[src/rtl/sram_cmd_arbt.sv]
// sram_cmd_arbt: merges the LSU and JTAG debug initiators onto one SRAM
// target port. Grants alternate round-robin, a grant presented to a stalled
// target is held until accepted, and a small in-order source-ID FIFO steers
// each target response back to the initiator that issued the command.
module sram_cmd_arbt #(
  parameter int AW      = 32,
  parameter int DW      = 32,
  parameter int OUTS_DP = 2
) (
  input  logic              clk,
  input  logic              rst,

  // LSU initiator
  input  logic              lsu_cmd_vld,
  output logic              lsu_cmd_rdy,
  input  logic              lsu_cmd_read,
  input  logic [AW-1:0]     lsu_cmd_addr,
  input  logic [DW-1:0]     lsu_cmd_wdata,
  input  logic [DW/8-1:0]   lsu_cmd_wmask,
  output logic              lsu_rsp_vld,
  input  logic              lsu_rsp_rdy,
  output logic [DW-1:0]     lsu_rsp_rdata,
  output logic              lsu_rsp_err,

  // JTAG debug initiator
  input  logic              jtag_cmd_vld,
  output logic              jtag_cmd_rdy,
  input  logic              jtag_cmd_read,
  input  logic [AW-1:0]     jtag_cmd_addr,
  input  logic [DW-1:0]     jtag_cmd_wdata,
  input  logic [DW/8-1:0]   jtag_cmd_wmask,
  output logic              jtag_rsp_vld,
  input  logic              jtag_rsp_rdy,
  output logic [DW-1:0]     jtag_rsp_rdata,
  output logic              jtag_rsp_err,

  // SRAM target
  output logic              sram_cmd_vld,
  input  logic              sram_cmd_rdy,
  output logic              sram_cmd_read,
  output logic [AW-1:0]     sram_cmd_addr,
  output logic [DW-1:0]     sram_cmd_wdata,
  output logic [DW/8-1:0]   sram_cmd_wmask,
  input  logic              sram_rsp_vld,
  output logic              sram_rsp_rdy,
  input  logic [DW-1:0]     sram_rsp_rdata,
  input  logic              sram_rsp_err
);

  localparam int PW = (OUTS_DP > 1) ? $clog2(OUTS_DP) : 1;
  localparam int CW = $clog2(OUTS_DP + 1);
  localparam logic [PW-1:0] PTR_LAST = PW'(OUTS_DP - 1);
  localparam logic [CW-1:0] CNT_FULL = CW'(OUTS_DP);

  // Source IDs
  localparam logic SRC_LSU  = 1'b0;
  localparam logic SRC_JTAG = 1'b1;

  // Arbitration state
  logic rr_last_q, rr_last_d;
  logic lock_q, lock_d;
  logic lock_id_q, lock_id_d;

  // Outstanding source-ID FIFO
  logic [OUTS_DP-1:0] fifo_q, fifo_d;
  logic [PW-1:0]      wr_ptr_q, wr_ptr_d;
  logic [PW-1:0]      rd_ptr_q, rd_ptr_d;
  logic [CW-1:0]      cnt_q, cnt_d;

  logic fifo_nfull;
  logic fifo_nempty;
  logic head;

  logic grant;
  logic grant_vld;
  logic any_vld;
  logic cmd_vld;
  logic cmd_rdy_ok;
  logic cmd_acc;
  logic cmd_stall;
  logic rsp_rdy_int;
  logic rsp_pop;

  function automatic logic [PW-1:0] ptr_inc(input logic [PW-1:0] p);
    return (p == PTR_LAST) ? '0 : p + PW'(1);
  endfunction

  assign fifo_nfull  = (cnt_q != CNT_FULL);
  assign fifo_nempty = (cnt_q != '0);
  assign head        = fifo_q[rd_ptr_q];

  // Grant selection: a held lock wins, then a lone requester, then the
  // source that did not win last time. With nobody requesting the grant
  // rests on the next round-robin source.
  always_comb begin
    grant = ~rr_last_q;
    if (lock_q) begin
      grant = lock_id_q;
    end else if (lsu_cmd_vld && !jtag_cmd_vld) begin
      grant = SRC_LSU;
    end else if (jtag_cmd_vld && !lsu_cmd_vld) begin
      grant = SRC_JTAG;
    end
  end

  assign any_vld     = lsu_cmd_vld | jtag_cmd_vld;
  assign grant_vld   = (grant == SRC_JTAG) ? jtag_cmd_vld : lsu_cmd_vld;
  assign cmd_vld     = grant_vld & fifo_nfull;
  assign cmd_rdy_ok  = sram_cmd_rdy & fifo_nfull;
  assign cmd_acc     = cmd_vld & sram_cmd_rdy;
  assign cmd_stall   = cmd_vld & ~sram_cmd_rdy;
  assign rsp_rdy_int = fifo_nempty & ((head == SRC_JTAG) ? jtag_rsp_rdy : lsu_rsp_rdy);
  assign rsp_pop     = sram_rsp_vld & rsp_rdy_int;

  // Command-side outputs: forward the granted initiator's fields; all
  // handshake and data outputs are held low while reset is asserted.
  always_comb begin
    sram_cmd_vld   = 1'b0;
    sram_cmd_read  = 1'b0;
    sram_cmd_addr  = '0;
    sram_cmd_wdata = '0;
    sram_cmd_wmask = '0;
    lsu_cmd_rdy    = 1'b0;
    jtag_cmd_rdy   = 1'b0;
    if (rst) begin
      sram_cmd_vld = cmd_vld;
      lsu_cmd_rdy  = (grant == SRC_LSU)  & cmd_rdy_ok;
      jtag_cmd_rdy = (grant == SRC_JTAG) & cmd_rdy_ok;
      if (any_vld) begin
        if (grant == SRC_JTAG) begin
          sram_cmd_read  = jtag_cmd_read;
          sram_cmd_addr  = jtag_cmd_addr;
          sram_cmd_wdata = jtag_cmd_wdata;
          sram_cmd_wmask = jtag_cmd_wmask;
        end else begin
          sram_cmd_read  = lsu_cmd_read;
          sram_cmd_addr  = lsu_cmd_addr;
          sram_cmd_wdata = lsu_cmd_wdata;
          sram_cmd_wmask = lsu_cmd_wmask;
        end
      end
    end
  end

  // Response-side outputs: steer the target response to the FIFO head
  // source; the other initiator sees zeros.
  always_comb begin
    lsu_rsp_vld    = 1'b0;
    lsu_rsp_rdata  = '0;
    lsu_rsp_err    = 1'b0;
    jtag_rsp_vld   = 1'b0;
    jtag_rsp_rdata = '0;
    jtag_rsp_err   = 1'b0;
    sram_rsp_rdy   = 1'b0;
    if (rst && fifo_nempty) begin
      sram_rsp_rdy = rsp_rdy_int;
      if (head == SRC_JTAG) begin
        jtag_rsp_vld   = sram_rsp_vld;
        jtag_rsp_rdata = sram_rsp_rdata;
        jtag_rsp_err   = sram_rsp_err;
      end else begin
        lsu_rsp_vld    = sram_rsp_vld;
        lsu_rsp_rdata  = sram_rsp_rdata;
        lsu_rsp_err    = sram_rsp_err;
      end
    end
  end

  // Next-state: lock on a stalled presentation, record the winner and push
  // its ID on acceptance, advance the read side on each delivered response.
  always_comb begin
    rr_last_d = rr_last_q;
    lock_d    = lock_q;
    lock_id_d = lock_id_q;
    fifo_d    = fifo_q;
    wr_ptr_d  = wr_ptr_q;
    rd_ptr_d  = rd_ptr_q;
    cnt_d     = cnt_q;

    if (cmd_acc) begin
      fifo_d[wr_ptr_q] = grant;
      wr_ptr_d         = ptr_inc(wr_ptr_q);
      rr_last_d        = grant;
      lock_d           = 1'b0;
    end else if (cmd_stall) begin
      lock_d    = 1'b1;
      lock_id_d = grant;
    end

    if (rsp_pop) begin
      rd_ptr_d = ptr_inc(rd_ptr_q);
    end

    case ({cmd_acc, rsp_pop})
      2'b10:   cnt_d = cnt_q + CW'(1);
      2'b01:   cnt_d = cnt_q - CW'(1);
      default: cnt_d = cnt_q;
    endcase
  end

  // Control state; reset empties the FIFO and biases the first tie to LSU.
  always_ff @(posedge clk or negedge rst) begin
    if (!rst) begin
      rr_last_q <= SRC_JTAG;
      lock_q    <= 1'b0;
      lock_id_q <= SRC_LSU;
      wr_ptr_q  <= '0;
      rd_ptr_q  <= '0;
      cnt_q     <= '0;
    end else begin
      rr_last_q <= rr_last_d;
      lock_q    <= lock_d;
      lock_id_q <= lock_id_d;
      wr_ptr_q  <= wr_ptr_d;
      rd_ptr_q  <= rd_ptr_d;
      cnt_q     <= cnt_d;
    end
  end

  // FIFO storage; contents are only meaningful below the count, so no reset.
  always_ff @(posedge clk) begin
    fifo_q <= fifo_d;
  end

  // The target may only respond while at least one command is outstanding.
  a_no_unsolicited_rsp: assert property (
    @(posedge clk) disable iff (!rst) !(sram_rsp_vld && !fifo_nempty));

endmodule

[config.mk]
export PLATFORM = sky130hd
export DESIGN_NAME = sram_cmd_arbt
export DESIGN_NICKNAME = d
export VERILOG_FILES = /design/src/rtl/sram_cmd_arbt.sv
export SDC_FILE = /design/constraint.sdc
export NUM_CORES = 1
export LEC_CHECK = 0
export ABC_AREA = 1
export CAP_MARGIN = 10
export CORE_AREA = 2 2 125 127
export CTS_BUF_LIST = sky130_fd_sc_hd__clkbuf_8
export DETAILED_ROUTE_END_ITERATION = 12
export DIE_AREA = 0 0 127 129
export HOLD_SLACK_MARGIN = 0.03
export PLACE_DENSITY = 0.66
export SYNTH_ARGS = -nofsm -noshare
export SYNTH_HDL_FRONTEND = slang
export SYNTH_SLANG_ARGS = --single-unit
[constraint.sdc]
create_clock -name clk -period 2.55 [get_ports clk]
set_clock_uncertainty 0.1 [all_clocks]
set_input_delay 0.6375 -clock clk [delete_from_list [all_inputs] [get_ports clk]]
set_output_delay 0.6375 -clock clk [all_outputs]
set_load 0.05 [all_outputs]
; Yosys cells after proc, flatten, opt, wreduce, memory -nomap -nowiden
; Index checks and enable logic that the tools add are counted.
[op_classes]
n_addsub = 4
n_eq_ne = 3
muxes = 43
n_reduce_logical = 10
bitwise = 13
n_lt_le_gt_ge = 3
[ops]
columns = operator, count
row1 = 32-bit two-way mux, 10
row2 = 1-bit two-way mux, 27
row3 = 4-bit two-way mux, 3
row4 = 1-bit AND, 8
row5 = 2-bit nonzero test, 3
row6 = 1-bit logical AND, 4
row7 = 1-bit by 2-bit < comparator with 1-bit output (second input constant), 2
row8 = 1-bit inverter, 4
row9 = 2-bit one-hot mux with 2 select lines, 1
row10 = 1-bit adder (second input constant), 2
row11 = 2-bit by 1-bit adder with 2-bit output (second input constant), 1
row12 = 2-bit bitwise mux, 1
row13 = 2-bit by 1-bit == test with 1-bit output (second input constant), 1
row14 = 2-bit == test (second input constant), 1
row15 = 1-bit zero test, 2
row16 = 2-bit inequality test (second input constant), 1
row17 = 2-bit AND reduction, 1
row18 = 2-bit by 1-bit subtractor with 2-bit output (second input constant), 1
row19 = 1-bit demux with 1-bit select, 1
row20 = 1-bit >= comparator (second input constant), 1
row21 = 1-bit OR, 1
[word_totals]
in_bits = 179
reg_bits = 9
output_inout_bits = 141
elab_cells = 83

; Logic depth before layout (Yosys ltp)
; Gate-level depths: netlist of run 1.
[logic_depth]
word_depth = 10
ltp_mapped = 12
mapped_depth_nobuf = 11

; Least setup slack after synthesis of run 1
; Ideal clock, no wire load.
[synth_path]
kind = input to output
start = in jtag_cmd_vld
end = out sram_cmd_wdata[23]
n_path_buf = 1
path_slack_ns = -0.458
stages = 7
t_arrival_ns = 2.270
t_required_ns = 1.812
cell_sequence = inv_2 a21oi_1 nand2_1 nand2_2 buf_2 nor2_1 nor3_1
[synth_via]
elab_chain_len = 7
word_cells_on_any_way = 10
classes_between = mux: 6 / bitwise: 1 / reduce/logical: 3
[synth_lines]
columns = item, line
row1 = start: declaration, 26  ; input logic jtag_cmd_vld,
row2 = 1-bit logical AND / 1-bit zero test (equally long branches), "101, 99"
row3 = 1-bit two-way mux / 1-bit logical AND (equally long branches), "101, 99"
row4 = 1-bit two-way mux *, 99  ; end else if (lsu_cmd_vld && !jtag_cmd_vld) begin
row5 = 1-bit two-way mux *, 97  ; if (lock_q) begin
row6 = named net grant, 74  ; logic grant;
row7 = 32-bit two-way mux *, 130  ; if (grant == SRC_JTAG) begin
row8 = 32-bit two-way mux *, 129  ; if (any_vld) begin
row9 = 32-bit two-way mux *, 125  ; if (rst) begin
row10 = end: declaration, 42  ; output logic [DW-1:0] sram_cmd_wdata,
; The timed path passes the listed nets; every way through them passes the cells marked *.

; Worst setup path in the final report of run 1
[layout_path]
start = in jtag_cmd_vld
end = out sram_cmd_addr[1]
[layout_via]
elab_chain_len = 7
word_cells_on_any_way = 10
classes_between = mux: 6 / bitwise: 1 / reduce/logical: 3
[layout_lines]
columns = item, line
row1 = 1-bit logical AND / 1-bit zero test (equally long branches), "101, 99"
row2 = 1-bit two-way mux / 1-bit logical AND (equally long branches), "101, 99"
row3 = 1-bit two-way mux, 99
row4 = 1-bit two-way mux, 97
row5 = 32-bit two-way mux, 130
row6 = 32-bit two-way mux *, 129
row7 = 32-bit two-way mux *, 125
row8 = end: declaration, 41  ; output logic [AW-1:0] sram_cmd_addr,
; Every way passes the cells marked *; elsewhere a longest branch is shown, timed or not.

==> results of run 1 <==
## report_power, final
part / switching (mW) / internal, mW
clock network: 0.0520 / 0.104
logic: 4.36 / 3.49
registers: 0.0452 / 0.222
## worst max path at each step
stage                       from                end  slack [ns]  cells past startpoint
floorplan                    rst  lsu_rsp_rdata[12]       -0.31                      4
CTS                  lsu_cmd_vld  sram_cmd_addr[27]       -0.07                     11
global route         lsu_cmd_vld  sram_cmd_wdata[1]       -0.11                     12
finish              jtag_cmd_vld   sram_cmd_addr[1]       -0.07                     11
global placement    jtag_cmd_vld  sram_cmd_addr[22]       -0.58                     10
detailed placement   lsu_cmd_vld  sram_cmd_addr[31]       -0.60                     12
## per-stage QoR
stage	hold WS, ns	setup TNS [ns]	power, mW	cell area (um^2)
2_1_floorplan	0.242	-9.52	4.04	3000
4_1_cts	0.373	-1.90	7.95	8610
3_3_place_gp	0.356	-51.58	7.07	8140
5_1_grt	0.313	-3.01	8.68	8950
6_report	0.299	-0.495	8.28	8950
3_5_place_dp	0.367	-52.60	7.12	8140
## per-layer routing
metal  routed length, um  up-vias  GRT usage  share of wire
li1                    -     2079          -              -
met1                5780     2010      0.208           0.35
met2                8810      224      0.349           0.54
met3                1440       18     0.0549          0.088
met4                 292        0     0.0343          0.018
met5                   0        -          0              0
## registers in the layout (all words and copies together), names as in the netlist
name and cells:
rr_last_q 1, rd_ptr_q 1, wr_ptr_q 1, lock_id_q 1
fifo_q 2, cnt_q 2, lock_q 1
## timing repair
item / in CTS / in global routing
hold endpoints to repair: 0 / 0
pin swaps: 24 / 46
endpoints found under the setup margin: 143 / 90
setup buffers: 14 / 6
gates resized for setup: 67 / 79
gates cloned: 4 / 4
## cell families (layout without fill, tap and decap cells)
logic type / after synthesis / count (layout) / synth area share
AO/OA/AOI/OAI: 6 / 6 / 0.0142
XOR/XNOR: 2 / 2 / 0.00764
adder cells (fa/ha/maj): 1 / 1 / 0.00546
buffers and inverters: 81 / 450 / 0.158
flip-flops: 9 / 9 / 0.103
AND/OR/NAND/NOR: 315 / 315 / 0.712
## cell usage after synthesis
cell / instances
a21oi_1: 2
buf_1: 4
buf_2: 13
buf_4: 1
buf_6: 5
clkbuf_1: 12
clkinv_1: 1
dfrtp_1: 6
dfstp_2: 1
edfxtp_1: 2
ha_1: 1
inv_1: 42
inv_2: 3
nand2_1: 24
nand2_2: 2
nand3_1: 3
nand4_1: 4
nand4_2: 1
nor2_1: 144
nor3_1: 87
nor3_2: 50
o211ai_1: 1
o21ai_0: 2
o21ai_1: 1
xnor2_1: 1
xor2_1: 1
## layout make-up
cell class | count | area share
clock buffers | 3 | 0.00461
inverters | 46 | 0.0221
repair buffers | 400 | 0.617
well taps | 188 | 0.0263
flip-flops and latches | 9 | 0.0264
multi-input cells | 324 | 0.303
clock inverters | 1 | 0.000419
## critical path: cells and delay by family
kind / cells / cell delay, ns
buffers and inverters: 6 / 0.66
AND/OR/NAND/NOR: 4 / 0.43
AO/OA/AOI/OAI: 1 / 0.15
==> flow_metrics.env, run 1 <==
export IMPL_synth_nets=594
export IMPL_synthCells=414
export IMPL_worst_slack_ns=-0.0659
export IMPL_rr_worst_depth=12
export IMPL_rsz0062_at_grt="yes"
export IMPL_cellLeakagePower_nw=3.55
export IMPL_die_width_um=127
export IMPL_synth_top_area_frac=0.236
export IMPL_cp_slowest_cell="clkbuf_16"
export IMPL_clock_sinks=9
export IMPL_ys_seq_area_frac=0.103
export IMPL_rrSetupSlack_ns=0.29
export IMPL_cpMostUsedCell="buf_12"
export IMPL_setup_viol=17
export IMPL_multi_input_area_mm2=0.00272
export IMPL_port_buffers=319
export IMPL_synth_top_area_cell="nor2_1"
export IMPL_final_cell_mix="clkdlybuf4s50_1, buf_12, nor2_1, nor3_4, buf_4"
export IMPL_clk_latency_ns=0.23
export IMPL_synth_seq_cells=9
export IMPL_finalMaxSlewViolations=0
export IMPL_arrival_ns=1.88
export IMPL_worstSetupStartpointType="input port"
export IMPL_critPathMaxFanout=7
export IMPL_postRouteAntennaNets=0
export IMPL_post_route_period_util=1.03
export IMPL_fp_dieH_um=129
export IMPL_critPathMaxStageDelay_ns=0.17
export IMPL_reg2reg_from="rr_last_q$_DFFE_PN1P_"
export IMPL_antenna_found_initial=0
export IMPL_fillCellCount=1195
export IMPL_grt_usage=0.185
export IMPL_worst_slew_pin_slew_ns=0.354
export IMPL_hold_viol_final=0
export IMPL_layout_commonest_cell="clkdlybuf4s50_1"
export IMPL_powerDensity_mw_per_mm2=924
export IMPL_status="finished with violations"
export IMPL_drive_above_1_share=0.533
export IMPL_max_slew_margin=0.762
export IMPL_fin_cells=971
export IMPL_peakVddDrop_v=0.000469
export IMPL_numCtsBuffers=3
export IMPL_root_buffer="clkbuf_8"
export IMPL_path_class="in2out"
export IMPL_period_needed_ns=2.62
export IMPL_wl_per_cell_um=16.8
export IMPL_placedCellCount=941
export IMPL_grt_overflow=0
export IMPL_coreArea_mm2=0.0150
export IMPL_violations="setup timing"
export IMPL_first_global_vias=4324
export IMPL_viasPerCell=4.46
export IMPL_num_rows=45
export IMPL_clkTransAtPathRegs_ns=0.05
export IMPL_regArea_um2=236
export IMPL_hpwlAfterDp_mm=12.5
export IMPL_num_vias=4331
export IMPL_reg2reg_to="cnt_q[1]$_DFFE_PN0P_"
export IMPL_worstPathCellList="buf_12 -> inv_8 -> a21oi_4 -> nand2_4 -> nand2_8 -> clkinv_8 -> buf_6 -> clkbuf_16 -> nor2_2 -> nor3_4 -> buf_12"
export IMPL_syn_area_mm2=0.00229
export IMPL_cts_buffer_depth=2
export IMPL_cts_hold_buf=0
export IMPL_htree_levels=1
export IMPL_maxCapViolations=0
export IMPL_area_growth_pct=291
export IMPL_initial_core_util=0.153
export IMPL_nets=964
export IMPL_grt_max_degree=43
export IMPL_tritoncts="built"
export IMPL_cp_required_ns=1.81
export IMPL_fin_util=0.598
export IMPL_fmax_ghz=0.382
export IMPL_ys_warn_count=0
export IMPL_drc=0
export IMPL_endpoint_kind="output pin"
export IMPL_die_area_mm2=0.0164
export IMPL_syn_area_per_cell_um2=5.54
export IMPL_synthDistinctLibCells=26
export IMPL_drt_total_wl_mm=16.3
export IMPL_synthTopCellsByArea="nor2_1, nor3_2, nor3_1, inv_1, dfrtp_1"
export IMPL_dr_pass1_iters=4
export IMPL_routabilityCongestion=0.826
export IMPL_ios=320
export IMPL_min_path_type="in2async"
export IMPL_grt_pass1_wl_mm=23.9
export IMPL_drt_iter0_drc=209
export IMPL_n_antenna_cell=0
export IMPL_place_ws_ns=-0.597
Note: power is estimated with default switching activity, not from simulation.
==> run 2, diff against run 1 <==
==> config.mk (replaced) <==
export PLATFORM = sky130hd
export DESIGN_NAME = sram_cmd_arbt
export DESIGN_NICKNAME = d
export VERILOG_FILES = /design/src/rtl/sram_cmd_arbt.sv
export SDC_FILE = /design/constraint.sdc
export NUM_CORES = 1
export LEC_CHECK = 0
export CAP_MARGIN = 10
export CORE_AREA = 2 2 124 126
export CTS_BUF_LIST = sky130_fd_sc_hd__clkbuf_8
export DETAILED_ROUTE_END_ITERATION = 12
export DIE_AREA = 0 0 126 128
export HOLD_SLACK_MARGIN = 0.03
export PLACE_DENSITY = 0.67
export SYNTH_ARGS = -nofsm -noshare
export SYNTH_HDL_FRONTEND = slang
export SYNTH_SLANG_ARGS = --single-unit
==> flow_metrics.env, run 2 <==
export IMPL_finalInstanceArea_mm2=0.00969
export IMPL_ys_warn_count=0
export IMPL_layout_commonest_cell="clkdlybuf4s50_1"
export IMPL_fillCellCount=1045
export IMPL_critPathMaxFanout=9
export IMPL_initial_core_util=0.159
export IMPL_cts_hold_buf=0
export IMPL_setup_viol=69
export IMPL_n_antenna_cell=0
export IMPL_power_share_clock=0.017
export IMPL_htree_levels=1
export IMPL_ios=320
export IMPL_maxCapViolations=0
export IMPL_syn_area_mm2=0.00236
export IMPL_postRouteAntennaNets=0
export IMPL_hold_viol_final=0
export IMPL_final_cell_mix="clkdlybuf4s50_1, buf_12, a21boi_4, and2_1, o21ai_2"
export IMPL_routabilityCongestion=0.805
export IMPL_cp_startpoint="jtag_cmd_vld"
export IMPL_whs_ns=0.397
export IMPL_synthCells=373
export IMPL_synth_ff_type="dfrtp_1"
export IMPL_grt_use_met3=0.0346
export IMPL_grt_overflow=0
export IMPL_gr_usage_met1=0.227
export IMPL_synth_edff_count=2
export IMPL_rrSetupSlack_ns=0.58
export IMPL_synth_seq_cells=9
export IMPL_regArea_um2=236
export IMPL_clk_latency_ns=0.23
export IMPL_hpwlAfterDp_mm=12.1
export IMPL_synth_top_area_cell="a21boi_1"
export IMPL_async_flop_share=0.778
export IMPL_fin_util=0.652
export IMPL_violations="setup timing"
export IMPL_drt_iter0_drc=139
export IMPL_num_vias=4294
export IMPL_dpl_cell_area_mm2=0.00817
export IMPL_path_class="in2out"
export IMPL_switching_share=0.513
export IMPL_p_int_mw=4.40
export IMPL_finalMaxSlewViolations=0
export IMPL_multi_input_area_mm2=0.00351
export IMPL_max_slew_margin=0.764
export IMPL_period_needed_ns=2.66
export IMPL_drive_above_1_share=0.562
export IMPL_worst_slew_pin_slew_ns=0.354
export IMPL_fp_dieH_um=128
export IMPL_peakVddDrop_v=0.000530
export IMPL_coreArea_mm2=0.0149
export IMPL_reg2reg_from="rd_ptr_q$_DFFE_PN0P_"
export IMPL_nets=893
export IMPL_drt_total_wl_mm=18.5
export IMPL_grt_max_degree=43
export IMPL_rr_worst_depth=6
export IMPL_reg2reg_to="cnt_q[1]$_DFFE_PN0P_"
export IMPL_antenna_found_initial=0
export IMPL_top_regs="cnt_q: 2 flops, fifo_q: 2 flops"
export IMPL_clkTransAtPathRegs_ns=0.04
export IMPL_synthDistinctLibCells=34
export IMPL_port_buffers=319
export IMPL_synth_common_cells="nand3_1, o21ai_1, a21boi_1, and2_1, clkbuf_1"
export IMPL_drc=0
export IMPL_place_ws_ns=-0.537
export IMPL_cellLeakagePower_nw=3.76
export IMPL_synth_top_area_frac=0.220
export IMPL_area_growth_pct=311
export IMPL_ys_seq_area_frac=0.100
export IMPL_powerDensity_mw_per_mm2=931
export IMPL_numCtsBuffers=3
export IMPL_busiest_layer="met2"
export IMPL_num_rows=45
export IMPL_die_width_um=126
export IMPL_first_global_vias=4644
export IMPL_min_path_type="reg2reg"
export IMPL_status="finished with violations"
export IMPL_grt_usage=0.209
export IMPL_syn_area_per_cell_um2=6.32
export IMPL_clock_sinks=9
export IMPL_seqPwrFrac=0.035
export IMPL_dr_pass1_iters=4
export IMPL_cts_buffer_depth=2
export IMPL_endpoint_kind="output pin"
export IMPL_gr_usage_met2=0.411
export IMPL_rsz0062_at_grt="yes"
export IMPL_worst_slack_ns=-0.108
export IMPL_fmax_ghz=0.376
export IMPL_die_area_mm2=0.0161
export IMPL_switchingPower_mw=4.63
export IMPL_worstSetupEndpoint="sram_cmd_wdata[26]"
export IMPL_post_route_period_util=1.04
export IMPL_cp_required_ns=1.81
export IMPL_viasPerCell=4.77
export IMPL_worstSetupStartpointType="input port"
export IMPL_root_buffer="clkbuf_8"
export IMPL_synthTopCellsByArea="a21boi_1, and2_1, nand3_1, o21ai_1, dfrtp_1"
export IMPL_arrival_ns=1.92
export IMPL_synth_nets=553
export IMPL_p_comb_frac=0.948
export IMPL_wl_per_cell_um=20.6
export IMPL_tritoncts="built"
export IMPL_grt_pass1_wl_mm=26.7
[run 2: power by group through the flow]
stage / registers (mW) / logic, mW / clock network [mW]
2_1_floorplan: 0.281 / 3.73 / 0
3_3_place_gp: 0.303 / 6.75 / 0
3_5_place_dp: 0.309 / 6.87 / 0
4_1_cts: 0.311 / 8.26 / 0.158
5_1_grt: 0.324 / 8.88 / 0.166
6_report: 0.316 / 8.56 / 0.153
[run 2: critical path, cell delays in order]
cell,delay (ns)
buf_8,0.11
nor2b_4,0.15
o211a_4,0.26
bufbuf_16,0.32
o21ai_2,0.09
a21boi_4,0.19
buf_12,0.16
[run 2: kinds of logic after synthesis]
family / after synthesis / share of synthesized area
buf+inv: 45 / 0.0854
fa+ha+maj: 1 / 0.00530
simple gates: 162 / 0.379
compound gates: 148 / 0.399
mux: 3 / 0.0127
xor+xnor: 5 / 0.0186
flops: 9 / 0.100
[run 2: repair_timing]
| item | CTS | global route |
|---|---|---|
| gates cloned | 15 | 5 |
| setup endpoints to repair | 140 | 139 |
| pin swaps | 32 | 19 |
| resized for setup | 151 | 52 |
| buffers inserted | 11 | 3 |
[run 2: layer usage]
metal,part of all wire,up-vias
li1,-,2012
met4,0.027,0
met5,0,-
met2,0.56,183
met3,0.050,36
met1,0.36,2063
[run 2: area by class of cell]
class                      instances  area share
clock buffer                       3     0.00426
multi-input combinational        319       0.362
tap                              188      0.0243
clock inverter                     1    0.000387
sequential                         9      0.0244
timing repair buffer             377       0.584
inverter                           3     0.00142
[run 2: how the worst min path moves through the flow]
| stage | cells past startpoint | end | slack (ns) | startpoint |
|---|---|---|---|---|
| finish | 1 | wr_ptr_q$_DFFE_PN0P_ | 0.40 | wr_ptr_q$_DFFE_PN0P_ |
| detailed placement | 1 | wr_ptr_q$_DFFE_PN0P_ | 0.38 | wr_ptr_q$_DFFE_PN0P_ |
| global route | 1 | wr_ptr_q$_DFFE_PN0P_ | 0.41 | wr_ptr_q$_DFFE_PN0P_ |
| floorplan | 0 | cnt_q[0]$_DFFE_PN0P_ | 0.24 | rst |
| CTS | 1 | wr_ptr_q$_DFFE_PN0P_ | 0.39 | wr_ptr_q$_DFFE_PN0P_ |
| global placement | 1 | rd_ptr_q$_DFFE_PN0P_ | 0.38 | rd_ptr_q$_DFFE_PN0P_ |
[run 2: through the flow]
step           setup TNS [ns]  cells  total power, mW
4_1_cts                 -6.99    896             8.73
2_1_floorplan          -0.443    373             4.01
6_report                -4.63    900             9.03
3_5_place_dp           -50.49    866             7.18
5_1_grt                 -8.30    900             9.37
3_3_place_gp           -48.33    866             7.06
